<file path="src/rtl/trap_ctrl.sv">
// Machine-mode trap sequencer: owns the CSR file port, passes core accesses through
// while idle, and runs the trap / mret CSR sequence ending in a one-cycle PC redirect.
module trap_ctrl #(
  parameter bit VECTORED_EN = 1'b1
) (
  input  logic        ctrl_clk,
  input  logic        ctrl_reset,
  input  logic        exc_valid,
  input  logic [3:0]  exc_cause,
  input  logic [31:0] exc_pc,
  input  logic [31:0] exc_tval,
  input  logic        mret_valid,
  input  logic        irq_msip,
  input  logic        irq_mtip,
  input  logic        irq_meip,
  input  logic [31:0] irq_pc,
  input  logic [11:0] core_csr_addr,
  input  logic [31:0] core_csr_wdata,
  input  logic        core_csr_wen,
  output logic [31:0] core_csr_rdata,
  output logic [11:0] csr_addr,
  output logic [31:0] csr_wdata,
  output logic        csr_wen,
  input  logic [31:0] csr_rdata,
  input  logic        ctrl_mie,
  input  logic        ctrl_mpie,
  output logic        busy,
  output logic        redirect_valid,
  output logic [31:0] redirect_pc
);

  typedef enum logic [2:0] {
    IDLE, W_MEPC, W_MCAUSE, W_MTVAL, W_MSTAT, R_MTVEC, M_STAT, R_MEPC
  } state_t;

  localparam logic [11:0] ADDR_MSTATUS = 12'h300;
  localparam logic [11:0] ADDR_MIE     = 12'h304;
  localparam logic [11:0] ADDR_MTVEC   = 12'h305;
  localparam logic [11:0] ADDR_MEPC    = 12'h341;
  localparam logic [11:0] ADDR_MCAUSE  = 12'h342;
  localparam logic [11:0] ADDR_MTVAL   = 12'h343;

  state_t      state;
  logic [3:0]  cause_q;
  logic        irq_q;
  logic [31:2] pc_q;
  logic [31:0] tval_q;
  logic [2:0]  mie_shadow;   // {MEIE, MTIE, MSIE}

  logic [2:0]  irq_hit;
  logic        irq_req;
  logic [3:0]  irq_cause;
  logic        core_wr_mie;
  logic [31:0] mstat_trap;
  logic [31:0] mstat_mret;
  logic [31:0] tvec_base;
  logic        vec_mode;
  logic [31:0] trap_target;
  logic [31:0] mepc_target;
  logic [11:0] addr_c;
  logic [31:0] wdata_c;
  logic        wen_c;

  // Low PC bits are always cleared when written to mepc; MPIE is already in csr_rdata.
  logic unused_ok;
  assign unused_ok = ^{ctrl_mpie, exc_pc[1:0], irq_pc[1:0]};

  assign irq_hit     = {irq_meip, irq_mtip, irq_msip} & mie_shadow;
  assign irq_req     = ctrl_mie & (|irq_hit);
  assign core_wr_mie = (state == IDLE) && core_csr_wen && (core_csr_addr == ADDR_MIE);
  assign busy        = (state != IDLE);

  always_comb begin
    irq_cause = 4'd7;
    if (irq_hit[2])      irq_cause = 4'd11;
    else if (irq_hit[0]) irq_cause = 4'd3;
  end

  always_comb begin
    mstat_trap    = csr_rdata;
    mstat_trap[7] = csr_rdata[3];
    mstat_trap[3] = 1'b0;
    mstat_mret    = csr_rdata;
    mstat_mret[3] = csr_rdata[7];
    mstat_mret[7] = 1'b1;
  end

  assign tvec_base   = {csr_rdata[31:2], 2'b00};
  assign vec_mode    = VECTORED_EN && (csr_rdata[1:0] == 2'b01) && irq_q;
  assign trap_target = vec_mode ? (tvec_base + {26'd0, cause_q, 2'b00}) : tvec_base;
  assign mepc_target = {csr_rdata[31:2], 2'b00};

  // CSR port mux: the core owns the port only while idle.
  always_comb begin
    addr_c         = 12'h000;
    wdata_c        = 32'h0;
    wen_c          = 1'b0;
    core_csr_rdata = 32'h0;
    case (state)
      IDLE: begin
        addr_c         = core_csr_addr;
        wdata_c        = core_csr_wdata;
        wen_c          = core_csr_wen;
        core_csr_rdata = csr_rdata;
      end
      W_MEPC: begin
        addr_c  = ADDR_MEPC;
        wdata_c = {pc_q, 2'b00};
        wen_c   = 1'b1;
      end
      W_MCAUSE: begin
        addr_c  = ADDR_MCAUSE;
        wdata_c = {irq_q, 27'd0, cause_q};
        wen_c   = 1'b1;
      end
      W_MTVAL: begin
        addr_c  = ADDR_MTVAL;
        wdata_c = tval_q;
        wen_c   = 1'b1;
      end
      W_MSTAT: begin
        addr_c  = ADDR_MSTATUS;
        wdata_c = mstat_trap;
        wen_c   = 1'b1;
      end
      R_MTVEC: addr_c = ADDR_MTVEC;
      M_STAT: begin
        addr_c  = ADDR_MSTATUS;
        wdata_c = mstat_mret;
        wen_c   = 1'b1;
      end
      R_MEPC:  addr_c = ADDR_MEPC;
      default: ;
    endcase
  end

  assign csr_addr  = addr_c;
  assign csr_wdata = wdata_c;
  assign csr_wen   = wen_c & ~ctrl_reset;

  always_ff @(posedge ctrl_clk or posedge ctrl_reset) begin
    if (ctrl_reset) begin
      state          <= IDLE;
      cause_q        <= 4'd0;
      irq_q          <= 1'b0;
      pc_q           <= 30'd0;
      tval_q         <= 32'h0;
      mie_shadow     <= 3'b000;
      redirect_valid <= 1'b0;
      redirect_pc    <= 32'h0;
    end else begin
      redirect_valid <= 1'b0;
      if (core_wr_mie)
        mie_shadow <= {core_csr_wdata[11], core_csr_wdata[7], core_csr_wdata[3]};
      case (state)
        // Acceptance sees the shadow as it was before any same-cycle mie write.
        IDLE: begin
          if (exc_valid) begin
            cause_q <= exc_cause;
            irq_q   <= 1'b0;
            pc_q    <= exc_pc[31:2];
            tval_q  <= exc_tval;
            state   <= W_MEPC;
          end else if (irq_req) begin
            cause_q <= irq_cause;
            irq_q   <= 1'b1;
            pc_q    <= irq_pc[31:2];
            tval_q  <= 32'h0;
            state   <= W_MEPC;
          end else if (mret_valid) begin
            state <= M_STAT;
          end
        end
        W_MEPC:   state <= W_MCAUSE;
        W_MCAUSE: state <= W_MTVAL;
        W_MTVAL:  state <= W_MSTAT;
        W_MSTAT:  state <= R_MTVEC;
        R_MTVEC: begin
          redirect_valid <= 1'b1;
          redirect_pc    <= trap_target;
          state          <= IDLE;
        end
        M_STAT:   state <= R_MEPC;
        R_MEPC: begin
          redirect_valid <= 1'b1;
          redirect_pc    <= mepc_target;
          state          <= IDLE;
        end
        default:  state <= IDLE;
      endcase
    end
  end

endmodule

</file>
<file path="config.mk">
export PLATFORM = sky130hd
export DESIGN_NAME = trap_ctrl
export DESIGN_NICKNAME = d
export VERILOG_FILES = /design/src/rtl/trap_ctrl.sv
export SDC_FILE = /design/constraint.sdc
export NUM_CORES = 1
export LEC_CHECK = 0
export CAP_MARGIN = 20
export CORE_ASPECT_RATIO = 1.25
export CORE_MARGIN = 4
export CORE_UTILIZATION = 38
export CTS_CLUSTER_DIAMETER = 100
export DETAILED_ROUTE_END_ITERATION = 8
export PLACE_DENSITY_LB_ADDON = 0.25
export SKIP_LAST_GASP = 1
export SLEW_MARGIN = 25
export SYNTH_ARGS = -nofsm -noshare
export SYNTH_HDL_FRONTEND = slang
export SYNTH_SLANG_ARGS = --single-unit
</file>
<file path="constraint.sdc">
create_clock -name ctrl_clk -period 4.2 [get_ports ctrl_clk]
set_input_delay 1.26 -clock ctrl_clk [delete_from_list [all_inputs] [get_ports ctrl_clk]]
set_output_delay 1.26 -clock ctrl_clk [all_outputs]
set_load 0.05 [all_outputs]
</file>
==> flow_summary.yaml, run 1 <==
outcome:
  status: "complete, no violations"
floorplanning:
  die-area_sq_um: 18900
  core_area_sq_um: 16300
  initial_core_util_pct: 39.0
  ios: 297
  fp.dieH_microns: 153
  die_x_microns: 124
  num_rows: 52
global_routing:
  grt_max_degree: 82
  globalRouteOverflowTotal: 0
  grt_usage_pct: 23.3
  grt_pass1_vias: 6206
  grt_pass1_wl_microns: 34300
  antenna_found_initial: 1
place:
  placement.io_buffers: 289
  post-dp-hpwl_microns: 17300
  gp_congestion: 0.847
  dp.cells: 1232
  place_ws_ps: 427
clocking:
  insertion_delay_ps: 350
  numClockSinks: 104
  cts_made_buffers: 9
  ctsResizeCount: 0
  clock-root-buffer: "clkbuf_16"
  postCtsHoldBufs: 0
  cts_tree: "yes"
  clk_pin_slew_ps: 70
  post_cts_buffers: 0
  clock_path_buffers: 2
  htreeDepth: 3
cells_and_area:
  seq_area_sq_um: 2600
  multiInputGateArea_sq_um: 3440
  n_antenna_cell: 0
  layout_commonest_cell: "clkdlybuf4s50_1"
  final_cell_mix: "clkdlybuf4s50_1, nand2_1, dfrtp_1"
  nFillCells: 1395
  drive_gt1_share_pct: 12.7
  final_cells: 1248
  nets: 1218
  syn2layout_area_growth_pct: 61.6
synth:
  netlist.area_leader.share_pct: 40.9
  netlist_area_sq_um: 6370
  synth_top_area_cell: "dfrtp_1"
  synth-seq-cells: 104
  synthArstFlopShare_pct: 100
  synthFlopType: "dfrtp_1"
  seq_area_frac_synth_pct: 40.9
  ys_types: 49
  syn_area_per_cell_sq_um: 8.32
  netlist_instances: 766
  synth_edf_count: 0
  synthTopCellsByArea: "dfrtp_1, mux2i_1, nand2_1, o21ai_0, and2_1"
  ys_warn_count: 0
sta:
  slew_headroom_pct: 33.8
  rsz0062_at_grt: "false"
  tightest_slew_ps: 992
  finalHoldViolCount: 0
  post-route-min-period_ps: 3750
  tns_ps: 0
  hold_ws_ps: 471
  setup_viol: 0
  period_share_pct: 89.4
  skew_ps: 7.47
  setup_slack_ps: 445
  max_freq_mhz: 266
  final_max_slew_viol_count: 0
pwr:
  ir_drop_mv: 0.350
  total_power_mw: 8.28
  cellLeakagePower_nw: 4.55
  powerDensity_nw_per_um2: 805
routing:
  avgRoutedWirePerCell_microns: 17.8
  vias: 6318
  drc_errors: 0
  drt_iter0_markers: 364
  firstDrtPassIters: 4
  antenna_left: 0
  viasPerCell: 5.06
  wl_microns: 22200
run:
  cap_violations: 0
worst_setup_path:
  required_ps: 2940
  crit_path_start_kind: "primary input"
  setup.worst_path.class: "in2out"
  crit_arrival_ps: 2490
  crit_fanout: 4
  reg2reg_setup_slack_ps: 1750
  cp-end-kind: "primary output"
worst_hold_path:
  min_path_type: "reg2reg"
[Yosys cell counts (3+ instances only)]
library cell	n
a21oi_1	35
a22oi_1	3
a31oi_1	4
and2_1	42
and3_1	7
and4_1	3
buf_1	3
buf_2	19
buf_4	3
buf_6	6
clkbuf_1	27
dfrtp_1	104
ha_1	4
inv_1	7
mux2_2	3
mux2i_1	66
nand2_1	166
nand2b_1	5
nand3_1	42
nand4_1	21
nor2_1	42
nor3_1	4
o21ai_0	73
o21ai_1	17
o22ai_1	5
o2bb2ai_1	3
xnor2_1	3
xor2_1	24
[logic make-up (layout without fill, tap and decap cells)]
group	Yosys count	in the layout	synth area share, %
multiplexers	69	69	10.9
XOR/XNOR	27	27	3.71
other	1	2	0.0589
flip-flops	104	104	40.9
AND/OR/NAND/NOR	341	341	25.2
AO/OA/AOI/OAI	150	150	12.8
buffers and inverters	69	334	5.36
adder cells (fa/ha/maj)	5	5	1.10
[area by class of cell]
cell class | count | area share (%)
clock buffers | 11 | 2.46
clock inverters | 5 | 0.450
inverters | 9 | 0.352
multi-input cells | 594 | 33.4
flip-flops and latches | 104 | 25.3
well taps | 216 | 2.63
repair buffers | 309 | 35.4
[critical path, cell delays in order]
cell	delay [ps]
clkdlybuf4s50_1	560
a22oi_1	140
o22ai_1	330
buf_12	190
[registers in the layout, indices dropped and copies added, names as in the netlist]
signal,flops
state,3
mie_shadow,3
redirect_pc,30
irq_q,1
cause_q,4
redirect_valid,1
tval_q,32
pc_q,30
[routing by layer]
metal	track usage (%)	wire length, microns	vias up
met5	0	12	-
met4	8.02	567	2
met3	4.38	1290	33
met2	38.9	11100	191
met1	30.0	9240	2952
li1	-	-	3140
[stage by stage]
stage / util, % / cell area, sq um
4_1_cts: 63.0 / 10300
5_1_grt: 63.0 / 10300
2_1_floorplan: - / 6370
3_3_place_gp: 61.2 / 9990
3_5_place_dp: 61.2 / 9990
6_report: 63.0 / 10300
[where the power goes]
group | total, mW | internal (mW) | switching [mW]
Combinational | 5.70 | 2.24 | 3.46
Sequential | 1.74 | 1.46 | 0.278
Clock | 0.844 | 0.445 | 0.399
[path summary, 6_finish.rpt]
| path | startpoint | end | cells after the start |
|---|---|---|---|
| min in group asynchronous | ctrl_reset | redirect_valid | 2 |
| setup / recovery | csr_rdata[2] | csr_wdata[2] | 4 |
| setup reg to reg | state[2] | redirect_pc[13] | 6 |
| hold reg to reg | tval_q[12] | tval_q[12] | 2 |
| hold / removal | tval_q[12] | tval_q[12] | 2 |
| max in group asynchronous | ctrl_reset | cause_q[3] | 3 |
Note: power is estimated with default switching activity, not from simulation.
==> run 2: changes to the inputs <==
--- a/config.mk
+++ b/config.mk
@@ -8,7 +8,7 @@
 export CAP_MARGIN = 20
 export CORE_ASPECT_RATIO = 1.25
 export CORE_MARGIN = 4
-export CORE_UTILIZATION = 38
+export CORE_UTILIZATION = 42
 export CTS_CLUSTER_DIAMETER = 100
 export DETAILED_ROUTE_END_ITERATION = 8
 export PLACE_DENSITY_LB_ADDON = 0.25
==> constraint.sdc (replaced) <==
create_clock -name ctrl_clk -period 4.23 [get_ports ctrl_clk]
set_input_delay 1.269 -clock ctrl_clk [delete_from_list [all_inputs] [get_ports ctrl_clk]]
set_output_delay 1.269 -clock ctrl_clk [all_outputs]
set_load 0.05 [all_outputs]
==> run 2 against run 1 <==
  * Worst setup slack worse by 110 ps
  * Count of clock-buffer cells in the layout shrank 1
  * Combinational power down 2%
  * Worst hold slack worse by 5.4 ps
  * Flip-flop and latch count unchanged
  * Critical path type unchanged
==> flow_summary.yaml, run 2 (synthesized netlist as in run 1, its figures left out) <==
outcome:
  status: "complete, no violations"
sta:
  setup_slack_ps: 331
  period_share_pct: 92.2
  finalHoldViolCount: 0
  rsz0062_at_grt: "false"
  skew_ps: 6.79
  setup_viol: 0
  slew_headroom_pct: 30.3
  tightest_slew_ps: 1040
  tns_ps: 0
  final_max_slew_viol_count: 0
  post-route-min-period_ps: 3900
  max_freq_mhz: 256
global_routing:
  grt_pass1_vias: 6146
  grt_max_degree: 73
  globalRouteOverflowTotal: 0
  grt_pass1_wl_microns: 33300
  antenna_found_initial: 1
  grt_usage_pct: 24.3
clocking:
  htreeDepth: 3
  clk_pin_slew_ps: 70
  numClockSinks: 104
  clock_path_buffers: 2
  cts_tree: "yes"
  insertion_delay_ps: 340
  clock-root-buffer: "clkbuf_16"
  cts_made_buffers: 9
  ctsResizeCount: 0
  post_cts_buffers: 0
  postCtsHoldBufs: 0
cells_and_area:
  largest_register_ffs: 32
  seq_area_sq_um: 2600
  reg.largest.list: "tval_q x32, pc_q x30, redirect_pc x30"
  final_cell_mix: "clkdlybuf4s50_1, nand2_1, dfrtp_1"
  nFillCells: 1207
  layout_commonest_cell: "clkdlybuf4s50_1"
  utilization_pct: 68.3
  multiInputGateArea_sq_um: 3440
  largest-register: "tval_q"
  drive_gt1_share_pct: 12.3
  nets: 1214
  syn2layout_area_growth_pct: 60.4
pwr:
  ir_drop_mv: 0.298
  cellLeakagePower_nw: 4.52
  p_seq_share_pct: 21.3
  powerDensity_nw_per_um2: 804
  total_power_mw: 8.21
  switching_share_pct: 49.7
  switchingPower_mw: 4.08
  comb_power_share_pct: 68.2
  intPower_mw: 4.13
  pwr-share-clk_pct: 10.5
worst_setup_path:
  cpPeakStageDelay_ps: 660
  crit_path_start_kind: "primary input"
  path_depth: 6
  worst-path-buf-inv: 2
  path_cells: "clkdlybuf4s50_1, mux2i_1, a21oi_1, nand2_1, o21ai_0, buf_12"
  crit_arrival_ps: 2630
  r2r_cells: 6
  cp-end-kind: "primary output"
  critPathSlowestCell: "clkdlybuf4s50_1"
  required_ps: 2960
  cp_top_family: "buffers and inverters"
  setup.worst_path.class: "in2out"
  crit_fanout: 7
floorplanning:
  num_rows: 50
  fp.dieH_microns: 146
  core_area_sq_um: 15000
  die_x_microns: 118
  ios: 297
  die-area_sq_um: 17200
  initial_core_util_pct: 42.6
routing:
  antenna_left: 0
  wl_microns: 21400
  vias: 6334
  firstDrtPassIters: 5
  viasPerCell: 5.23
  avgRoutedWirePerCell_microns: 17.7
  drt_iter0_markers: 272
  drc_errors: 0
place:
  place_ws_ps: 343
  gp_congestion: 0.877
  post-dp-hpwl_microns: 16800
  placement.io_buffers: 289
worst_hold_path:
  min_path_type: "reg2reg"
  min_path_cells: 2
run:
  cap_violations: 0
==> run 2: cell types whose count changed in the layout (fill, tap and decap cells not counted), sizes merged <==
cell,delta
diode,+1
bufinv,+1
clkinvlp,+2
clkinv,-3
clkbuf,-1
buf,-4
inv,+1
==> run 2: worst paths after layout <==
kind                              start            end  slack, ps
max in group asynchronous    ctrl_reset       pc_q[29]       2140
setup / recovery           csr_rdata[7]   csr_wdata[3]        330
hold / removal               tval_q[21]     tval_q[21]        470
hold reg to reg              tval_q[21]     tval_q[21]        470
setup reg to reg               state[1]        pc_q[7]       1830
min in group asynchronous    ctrl_reset  mie_shadow[1]       1320
==> run 2: per-layer routing <==
layer	vias up	wire [microns]	share of wire, %	track usage, %
met5	-	0	0	0
met4	0	431	2.0	7.80
met3	28	1040	4.8	3.50
met2	208	10800	50	42.0
met1	2960	9220	43	31.3
li1	3138	-	-	-
==> run 2: through the flow <==
step / area [sq um] / instances / hold WS, ps
final: 10200 / 1211 / 465
after global routing: 10200 / 1211 / 488
after CTS: 10200 / 1210 / 472
after detailed placement: 9910 / 1194 / 455
after global placement: 9910 / 1194 / 449
after floorplan: 6370 / 767 / 437
==> run 2: worst register-to-register path, stage by stage, from the launching register on <==
cell and delay (ps):
dfrtp_2 580, nor3_4 520, inv_2 210, or2_2 510, buf_4 280, nand2_1 100
o21ai_0 80
==> run 2: cell type report <==
| type | count | area share, % |
|---|---|---|
| multi-input cells | 594 | 33.7 |
| clock inverters | 6 | 0.747 |
| flip-flops and latches | 104 | 25.5 |
| diodes | 1 | 0.0245 |
| repair buffers | 305 | 35.2 |
| clock buffers | 10 | 2.24 |
| well taps | 182 | 2.23 |
| inverters | 9 | 0.355 |
==> run 2: power by group through the flow <==
stage	Clock, mW	Combinational (mW)	Sequential [mW]
finish	0.863	5.60	1.75
CTS	0.886	5.63	1.75
global placement	0	5.57	1.75
floorplan	0	2.81	2.16
detailed placement	0	5.62	1.77
global route	0.917	5.92	1.82
